## src/rtl/cent_vram_pkg.sv

```systemverilog
// Shared defaults and the owner tag for the video RAM arbiter slice.
package cent_vram_pkg;

  localparam int unsigned AW_DEF          = 10;
  localparam int unsigned DW_DEF          = 8;
  localparam int unsigned MAX_VID_RUN_DEF = 4;
  localparam int unsigned LEN_W           = 6;

  typedef enum logic [1:0] {
    OWN_NONE,
    OWN_VID,
    OWN_CPU
  } owner_t;

endpackage

```

## src/rtl/cent_vram_burst.sv

```systemverilog
// Video line-fetch burst sequencer: latches base/length, walks the issue index, tracks busy.
module cent_vram_burst
  import cent_vram_pkg::*;
#(
  parameter int unsigned AW = AW_DEF
) (
  input  logic             clk,
  input  logic             rst,
  input  logic             start,
  input  logic [AW-1:0]    base,
  input  logic [LEN_W-1:0] len,
  input  logic             issue,
  output logic             busy,
  output logic             pending,
  output logic [AW-1:0]    addr,
  output logic [LEN_W-1:0] idx
);

  logic [AW-1:0]    base_q;
  logic [LEN_W-1:0] len_q;

  always_ff @(posedge clk or posedge rst) begin
    if (rst) begin
      base_q  <= '0;
      len_q   <= '0;
      idx     <= '0;
      pending <= 1'b0;
      busy    <= 1'b0;
    end else if (start && !busy && len != '0) begin
      base_q  <= base;
      len_q   <= len;
      idx     <= '0;
      pending <= 1'b1;
      busy    <= 1'b1;
    end else begin
      if (issue && pending) begin
        if (idx == len_q - LEN_W'(1)) pending <= 1'b0;
        else                          idx     <= idx + LEN_W'(1);
      end
      // busy with nothing left to issue is exactly the last write-back cycle
      if (busy && !pending) busy <= 1'b0;
    end
  end

  assign addr = base_q + AW'(idx);

endmodule

```

## src/rtl/cent_vram_arb.sv

```systemverilog
// Single-port video RAM arbiter: video bursts have priority, CPU wait bounded by MAX_VID_RUN.
module cent_vram_arb
  import cent_vram_pkg::*;
#(
  parameter int unsigned AW          = AW_DEF,
  parameter int unsigned DW          = DW_DEF,
  parameter int unsigned MAX_VID_RUN = MAX_VID_RUN_DEF
) (
  input  logic             clk_vga,
  input  logic             reset,
  input  logic             vid_start,
  input  logic [AW-1:0]    vid_base,
  input  logic [5:0]       vid_len,
  output logic             vid_busy,
  output logic             vid_wr,
  output logic [5:0]       vid_waddr,
  output logic [DW-1:0]    vid_wdata,
  input  logic             cpu_req,
  input  logic             cpu_we,
  input  logic [AW-1:0]    cpu_addr,
  input  logic [DW-1:0]    cpu_wdata,
  output logic             cpu_ack,
  output logic [DW-1:0]    cpu_rdata,
  output logic [AW-1:0]    ram_addr,
  output logic             ram_we,
  output logic [DW-1:0]    ram_wdata,
  input  logic [DW-1:0]    ram_rdata
);

  localparam int unsigned RW = $clog2(MAX_VID_RUN + 1);

  owner_t           own_q;
  logic             own_we_q;
  logic [RW-1:0]    run_cnt;
  logic [AW-1:0]    addr_q;
  logic [DW-1:0]    wdata_q;
  logic [DW-1:0]    rdata_q;
  logic [5:0]       idx_q;
  logic             vid_pend;
  logic             cpu_elig;
  logic             vid_issue;
  logic             cpu_issue;
  logic [AW-1:0]    burst_addr;
  logic [LEN_W-1:0] burst_idx;

  cent_vram_burst #(.AW(AW)) u_burst (
    .clk     (clk_vga),
    .rst     (reset),
    .start   (vid_start),
    .base    (vid_base),
    .len     (vid_len),
    .issue   (vid_issue),
    .busy    (vid_busy),
    .pending (vid_pend),
    .addr    (burst_addr),
    .idx     (burst_idx)
  );

  // CPU is ineligible in its own ack cycle, which enforces the 2-cycle spacing
  always_comb begin
    cpu_elig  = !reset && cpu_req && (own_q != OWN_CPU);
    vid_issue = 1'b0;
    cpu_issue = 1'b0;
    if (vid_pend && cpu_elig) begin
      if (run_cnt == RW'(MAX_VID_RUN)) cpu_issue = 1'b1;
      else                             vid_issue = 1'b1;
    end else begin
      vid_issue = vid_pend;
      cpu_issue = cpu_elig;
    end
  end

  assign ram_we    = cpu_issue && cpu_we;
  assign ram_addr  = cpu_issue ? cpu_addr : (vid_issue ? burst_addr : addr_q);
  assign ram_wdata = cpu_issue ? cpu_wdata : wdata_q;

  always_ff @(posedge clk_vga or posedge reset) begin
    if (reset) begin
      own_q    <= OWN_NONE;
      own_we_q <= 1'b0;
      run_cnt  <= '0;
      addr_q   <= '0;
      wdata_q  <= '0;
      rdata_q  <= '0;
      idx_q    <= '0;
    end else begin
      own_q    <= cpu_issue ? OWN_CPU : (vid_issue ? OWN_VID : OWN_NONE);
      own_we_q <= cpu_issue && cpu_we;
      if (cpu_issue || vid_issue) addr_q  <= ram_addr;
      if (cpu_issue)              wdata_q <= cpu_wdata;
      if (vid_issue)              idx_q   <= burst_idx;
      if (own_q == OWN_CPU && !own_we_q) rdata_q <= ram_rdata;
      if (cpu_issue || !cpu_elig) run_cnt <= '0;
      else if (vid_issue)         run_cnt <= run_cnt + RW'(1);
    end
  end

  assign vid_wr    = (own_q == OWN_VID);
  assign vid_waddr = idx_q;
  assign vid_wdata = vid_wr ? ram_rdata : '0;
  assign cpu_ack   = (own_q == OWN_CPU);
  assign cpu_rdata = (cpu_ack && !own_we_q) ? ram_rdata : rdata_q;

endmodule
```

## config.mk

```make
export PLATFORM = sky130hd
export DESIGN_NAME = cent_vram_arb
export DESIGN_NICKNAME = d
export VERILOG_FILES = /design/src/rtl/cent_vram_pkg.sv /design/src/rtl/cent_vram_burst.sv /design/src/rtl/cent_vram_arb.sv
export SDC_FILE = /design/constraint.sdc
export NUM_CORES = 1
export LEC_CHECK = 0
export BUFFER_PORTS_ARGS = -buffer_cell sky130_fd_sc_hd__buf_4
export CAP_MARGIN = 25
export CORE_UTILIZATION = 35
export DETAILED_ROUTE_END_ITERATION = 12
export PLACE_DENSITY = 0.56
export RECOVER_POWER = 100
export SETUP_SLACK_MARGIN = 0.02
export SLEW_MARGIN = 20
export SYNTH_ARGS = -nofsm -noshare
export SYNTH_HDL_FRONTEND = slang
export SYNTH_HIERARCHICAL = 1
export SYNTH_SLANG_ARGS = --single-unit
```

## constraint.sdc

```tcl
create_clock -name clk_vga -period 2.6 [get_ports clk_vga]
set_clock_uncertainty 0.05 [all_clocks]
set_input_delay 0.39 -clock clk_vga [delete_from_list [all_inputs] [get_ports clk_vga]]
set_output_delay 0.39 -clock clk_vga [all_outputs]
set_load 0.02 [all_outputs]
```

* Yosys cells after proc, flatten, opt, wreduce, memory -nomap -nowiden *
Index checks and enable logic that the tools add are counted.

storage, ports and cells
  register bits after elaboration = 62
  bits of input ports = 47
  output and inout port bits = 44
  logic and storage cells = 66

cells by class
  add/subtract/negate cells = 4
  equality and inequality tests = 6
  mux-type cells = 21
  reduce and logical (&&, ||, !) cells = 23

operators by type and width
  cell                                                    count
  2-to-1 mux 8 bit                                        3
  2-to-1 mux 10 bit                                       2
  2-to-1 mux 6 bit                                        3
  adder 10 x 6 -> 10 bit                                  1
  2-to-1 mux 1 bit                                        10
  logical AND 1 bit                                       9
  nonzero test 2 bit                                      4
  adder 6 x 1 -> 6 bit (second input constant)            1
  equality test 6 bit                                     1
  2-to-1 mux 3 bit                                        2
  nonzero test 6 bit                                      1
  subtractor 6 x 1 -> 6 bit (second input constant)       1
  logical NOT 1 bit                                       5
  AND reduction 2 bit                                     2
  adder 3 x 1 -> 3 bit (second input constant)            1
  equality test 3 bit (second input constant)             1
  equality test 2 x 1 -> 1 bit (second input constant)    1
  equality test 2 bit (second input constant)             1
  logical OR 1 bit                                        2
  2-to-1 mux 2 bit                                        1
  inequality test 2 x 1 -> 1 bit (second input constant)  1
  inequality test 2 bit (second input constant)           1

* Longest topological paths before layout *
  depth in word-level cells = 8
  depth in mapped cells = 10
  depth with buffers taken out = 10

* Hierarchy *
Netlist, hierarchy kept.

by module, submodules not included
  module           times used  cells each  area each (um2)
  cent_vram_arb    1           128         1711.6
  cent_vram_burst  1           146         1486.4

* Least setup slack after synthesis *
Ideal clock, no wire load.

  kind = input port to output port
  start = in reset
  end = out ram_addr[9]
  data arrival time = 2.398 ns
  data required time = 2.160 ns
  path slack = -0.238 ns
  stages on the path = 5
  path buffers = 1
  cell sequence = inv_1 nand3_4 o21ai_4 buf_6 a2bb2oi_1

between the ends
  word-level cells in the longest chain between the ends = 7

RTL lines
  item                                line                 RTL
  from (decl)                         cent_vram_arb.sv:10  input logic reset,
  logical NOT 1 bit (no line) (*)     -
  logical AND 1 bit (*) (2 in a row)  cent_vram_arb.sv:61  cpu_elig = !reset && cpu_req && (own_q != OWN_CPU);
  logical AND 1 bit                   cent_vram_arb.sv:64  if (vid_pend && cpu_elig) begin
  2-to-1 mux 1 bit                    cent_vram_arb.sv:64
  2-to-1 mux 10 bit                   cent_vram_arb.sv:74  assign ram_addr = cpu_issue ? cpu_addr : (vid_issue ? burst_addr : addr_q);
  2-to-1 mux 10 bit (*)               cent_vram_arb.sv:74
  to (decl)                           cent_vram_arb.sv:24  output logic [AW-1:0] ram_addr,

Every way passes the cells marked *; elsewhere a longest branch is shown, timed or not.

* Worst setup path after layout *
  start = reg u_burst.idx[0]
  end = out ram_addr[8]

between the ends
  word-level cells in the longest chain between the ends = 3

RTL lines
  item                            line                   RTL
  from (decl)                     cent_vram_burst.sv:16  output logic [LEN_W-1:0] idx
  from (signal assigned)          cent_vram_burst.sv:38  else idx <= idx + LEN_W'(1);
  adder 10 x 6 -> 10 bit          cent_vram_burst.sv:45  assign addr = base_q + AW'(idx);
  via burst_addr[8]               cent_vram_arb.sv:43    logic [AW-1:0] burst_addr;
  2-to-1 mux 10 bit (2 in a row)  cent_vram_arb.sv:74

The timed path passes the listed nets, and every way through them passes these cells.

==> results_dict.tcl <==
set metrics [dict create \
    synth_mux_area_frac 0.131 \
    wl_um 7240 \
    drive_above_1_share 0.377 \
    arrival_ns 2.43 \
    worstMarginPinSlew_ns 1.47 \
    yosys_warnings 6 \
    end_kind "primary output" \
    antenna_found_initial 0 \
    fin_cells 503 \
    cp-start-kind "flop" \
    crit_path_frequent_cell "o21ai_1" \
    yosysMostFrequentCell "dfrtp_1" \
    power_leakage_nw 2.05 \
    worstHoldPathType "in -> reg" \
    h-tree-depth 3 \
    synth_top_area_frac 0.485 \
    p_int_mw 3.38 \
    syn_nets 332 \
    grt_pass1_wl_um 12000 \
    slew_headroom 0.0209 \
    synthXorXnorAreaFrac 0.0411 \
    clock_power_share 0.155 \
    period_minus_slack_ns 2.87 \
    avgRoutedWirePerCell_um 14.4 \
    rows 34 \
    cpMaxStageDelayCell "dfrtp_1" \
    dieArea_um2 9520 \
    dp_slack_ns -0.0449 \
    cts_sinks 62 \
    dp.cells 479 \
    netlist_instances 274 \
    violations "setup timing" \
    die_h_um 97.6 \
    swShare 0.392 \
    status "finished, violations left" \
    ys_top_cells_by_count "dfrtp_1 (62), mux2_2 (22), inv_1 (19)" \
    synth_largest_area_cell "dfrtp_1" \
    path_cells "ha_2, inv_2, fa_2, nor2b_1, o21ai_1, a21boi_1, o21ai_1, a21oi_1, xor2_1, o2bb2a_4, buf_6" \
    synth-compound-area-share 0.140 \
    io_pins 91 \
    viasPerCell 4.88 \
    grt_max_degree 32 \
    pwr_density_cell_nw_per_um2 1270 \
    vias 2456 \
    crit_fanout 2 \
    fin_crit_sh 1.10 \
    synth_top_family_by_area "compound AO/OA/AOI/OAI gates" \
    clk_path_buf_depth 2 \
    pwr-share-comb 0.558 \
    synth_fa_ha_area_frac 0.0454 \
    syn_avg_cell_area_um2 11.7 \
    cp.required_ns 2.16 \
    hold_slack_ns 0.209 \
    drc 0 \
    yosysSeqAreaShare 0.485 \
    power.switching_mw 2.18 \
    dp_hpwl_um 5240 \
    clock.fmax_mhz 349 \
    synth_area_um2 3200 \
    async_flop_share 1.00 \
    critPathKind "reg -> out" \
    portBuffers 90 \
    irDropWorstVdd_mv 0.489 \
    drv_cap 0 \
    nNetsFinal 448 \
    drtPass1Iterations 4 \
    finalSetupViolations 10 \
    synth.ff_latch_count 62 \
    area_growth_pct 36.5 \
    routabilityCongestion 0.763 \
    grtUsageTotal 0.160 \
    worst_path_largest_cell_delay_ns 0.36 \
    clock-root-buffer "clkbuf_8" \
    fillers 799 \
    drt_iter0_drc 72 \
    grt_pass1_vias 2397 \
    rsz0062_at_grt "true" \
    maxSlewViolCount 0 \
    cts_buffers 9 \
    synth.distinct_cells 46 \
    seq_power_share 0.287 \
    start_util 0.365 \
    synthFlopType "dfrtp_1" \
    antenna_cells 0 \
    synth_edf_count 0 \
    synth_area_leaders "dfrtp_1 (49%), mux2_2 (7.7%), a2bb2oi_1 (4.9%)" \
    cts_tree "done" \
    die_x_um 97.6 \
    cts.clk_slew.worst_paths_ns 0.07 \
    yosys.area_share.simple 0.115 \
    ant_nets 0 \
    report.final.hold_viol_count 0 \
    grt-ovfl-total 0 \
    coreArea_um2 8760 \
    clock_latency_ns 0.34 \
    setup_slack_ns -0.269 \
]
==> repair_timing <==
| action | in CTS | in global routing |
|---|---|---|
| pin swaps | 11 | 10 |
| buffers inserted | 6 | 5 |
| hold buffers | 0 | 0 |
| endpoints found under the setup margin | 6 | 9 |
| gates resized for setup | 14 | 6 |
==> registers in the layout, indices dropped and copies added, names as in the netlist, 2 cells and up <==
name,flops
vid_waddr,6
addr_q,10
wdata_q,8
u_burst/len_q,6
rdata_q,8
u_burst/base_q,10
run_cnt,3
own_q,2
u_burst/idx,6
==> cell families after synthesis <==
| group | after synthesis |
|---|---|
| muxes | 37 |
| DFF | 62 |
| AOI/OAI and AO/OA | 56 |
| and+or+nand+nor | 64 |
| buffers and inverters | 29 |
| xor gates and xnor gates | 15 |
| adders and majority gates | 11 |
==> critical path, delay by kind of cell (launching register included) <==
kind / cells / cell delay, ns
compound gates: 5 / 0.68
flops: 1 / 0.36
xor+xnor: 1 / 0.26
fa+ha+maj: 2 / 0.53
simple gates: 1 / 0.11
buf+inv: 2 / 0.14
==> layout by cell type, fill, tap and decap left out, drive strengths merged, types with 2 or more instances in the layout <==
cell / instances
and2: 9
o21a: 2
a21o: 3
o21ai: 7
clkbuf: 30
xnor2: 10
mux2: 36
nand2b: 2
a21oi: 6
o22ai: 10
nand3: 7
clkinvlp: 3
buf: 96
nand2: 14
nor3: 8
a211o: 3
xor2: 5
inv: 18
dfrtp: 62
nor2b: 5
o2bb2a: 2
a2bb2oi: 18
ha: 10
clkinv: 2
nor2: 14
==> stage by stage <==
step                TNS [ns]  instance area (µm²)  utilization  total power [mW]
detailed placement   -0.0449                 4110        0.469              4.58
floorplan                  0                 3220            -              3.55
global placement     -0.0151                 4110        0.469              4.54
global route           -3.56                 4370        0.498              5.96
finish                 -1.50                 4370        0.498              5.56
CTS                    -1.25                 4430        0.505              5.64
==> per-layer routing <==
layer  vias up  track usage  share of wire
met3        10       0.0388          0.046
li1       1209            -              -
met4         0       0.0645          0.016
met1      1177        0.214           0.48
met2        60        0.250           0.46
met5         -            0              0
==> power by group through the flow <==
stage	Combinational (mW)	Clock, mW	Sequential [mW]
final	3.10	0.859	1.60
after global routing	3.38	0.927	1.65
after CTS	3.14	0.892	1.61
after detailed placement	2.97	0	1.61
after global placement	2.95	0	1.59
after floorplan	1.94	0	1.62
==> area by class of cell <==
type / instances / area, µm² / share of cell area
repair buffers: 115 / 812 / 0.186
well taps: 108 / 135 / 0.0310
clock buffers: 11 / 141 / 0.0324
clock inverters: 5 / 58.8 / 0.0135
multi-input cells: 183 / 1590 / 0.365
flip-flops and latches: 62 / 1550 / 0.355
inverters: 19 / 72.6 / 0.0166
==> path summary, 6_finish.rpt <==
check                                    start                end  slack (ns)  depth (start not counted)
worst max register to register        own_q[0]     u_burst/idx[5]        0.11                          9
max in group asynchronous                reset         rdata_q[7]        0.99                          3
worst max-delay path            u_burst/idx[0]        ram_addr[8]       -0.27                         11
min in group asynchronous                reset          addr_q[2]        0.28                          3
worst min-delay path               vid_base[3]  u_burst/base_q[3]        0.21                          2
worst min register to register      run_cnt[0]         run_cnt[0]        0.42                          1
No activity file was read; power rests on OpenSTA's default activity.
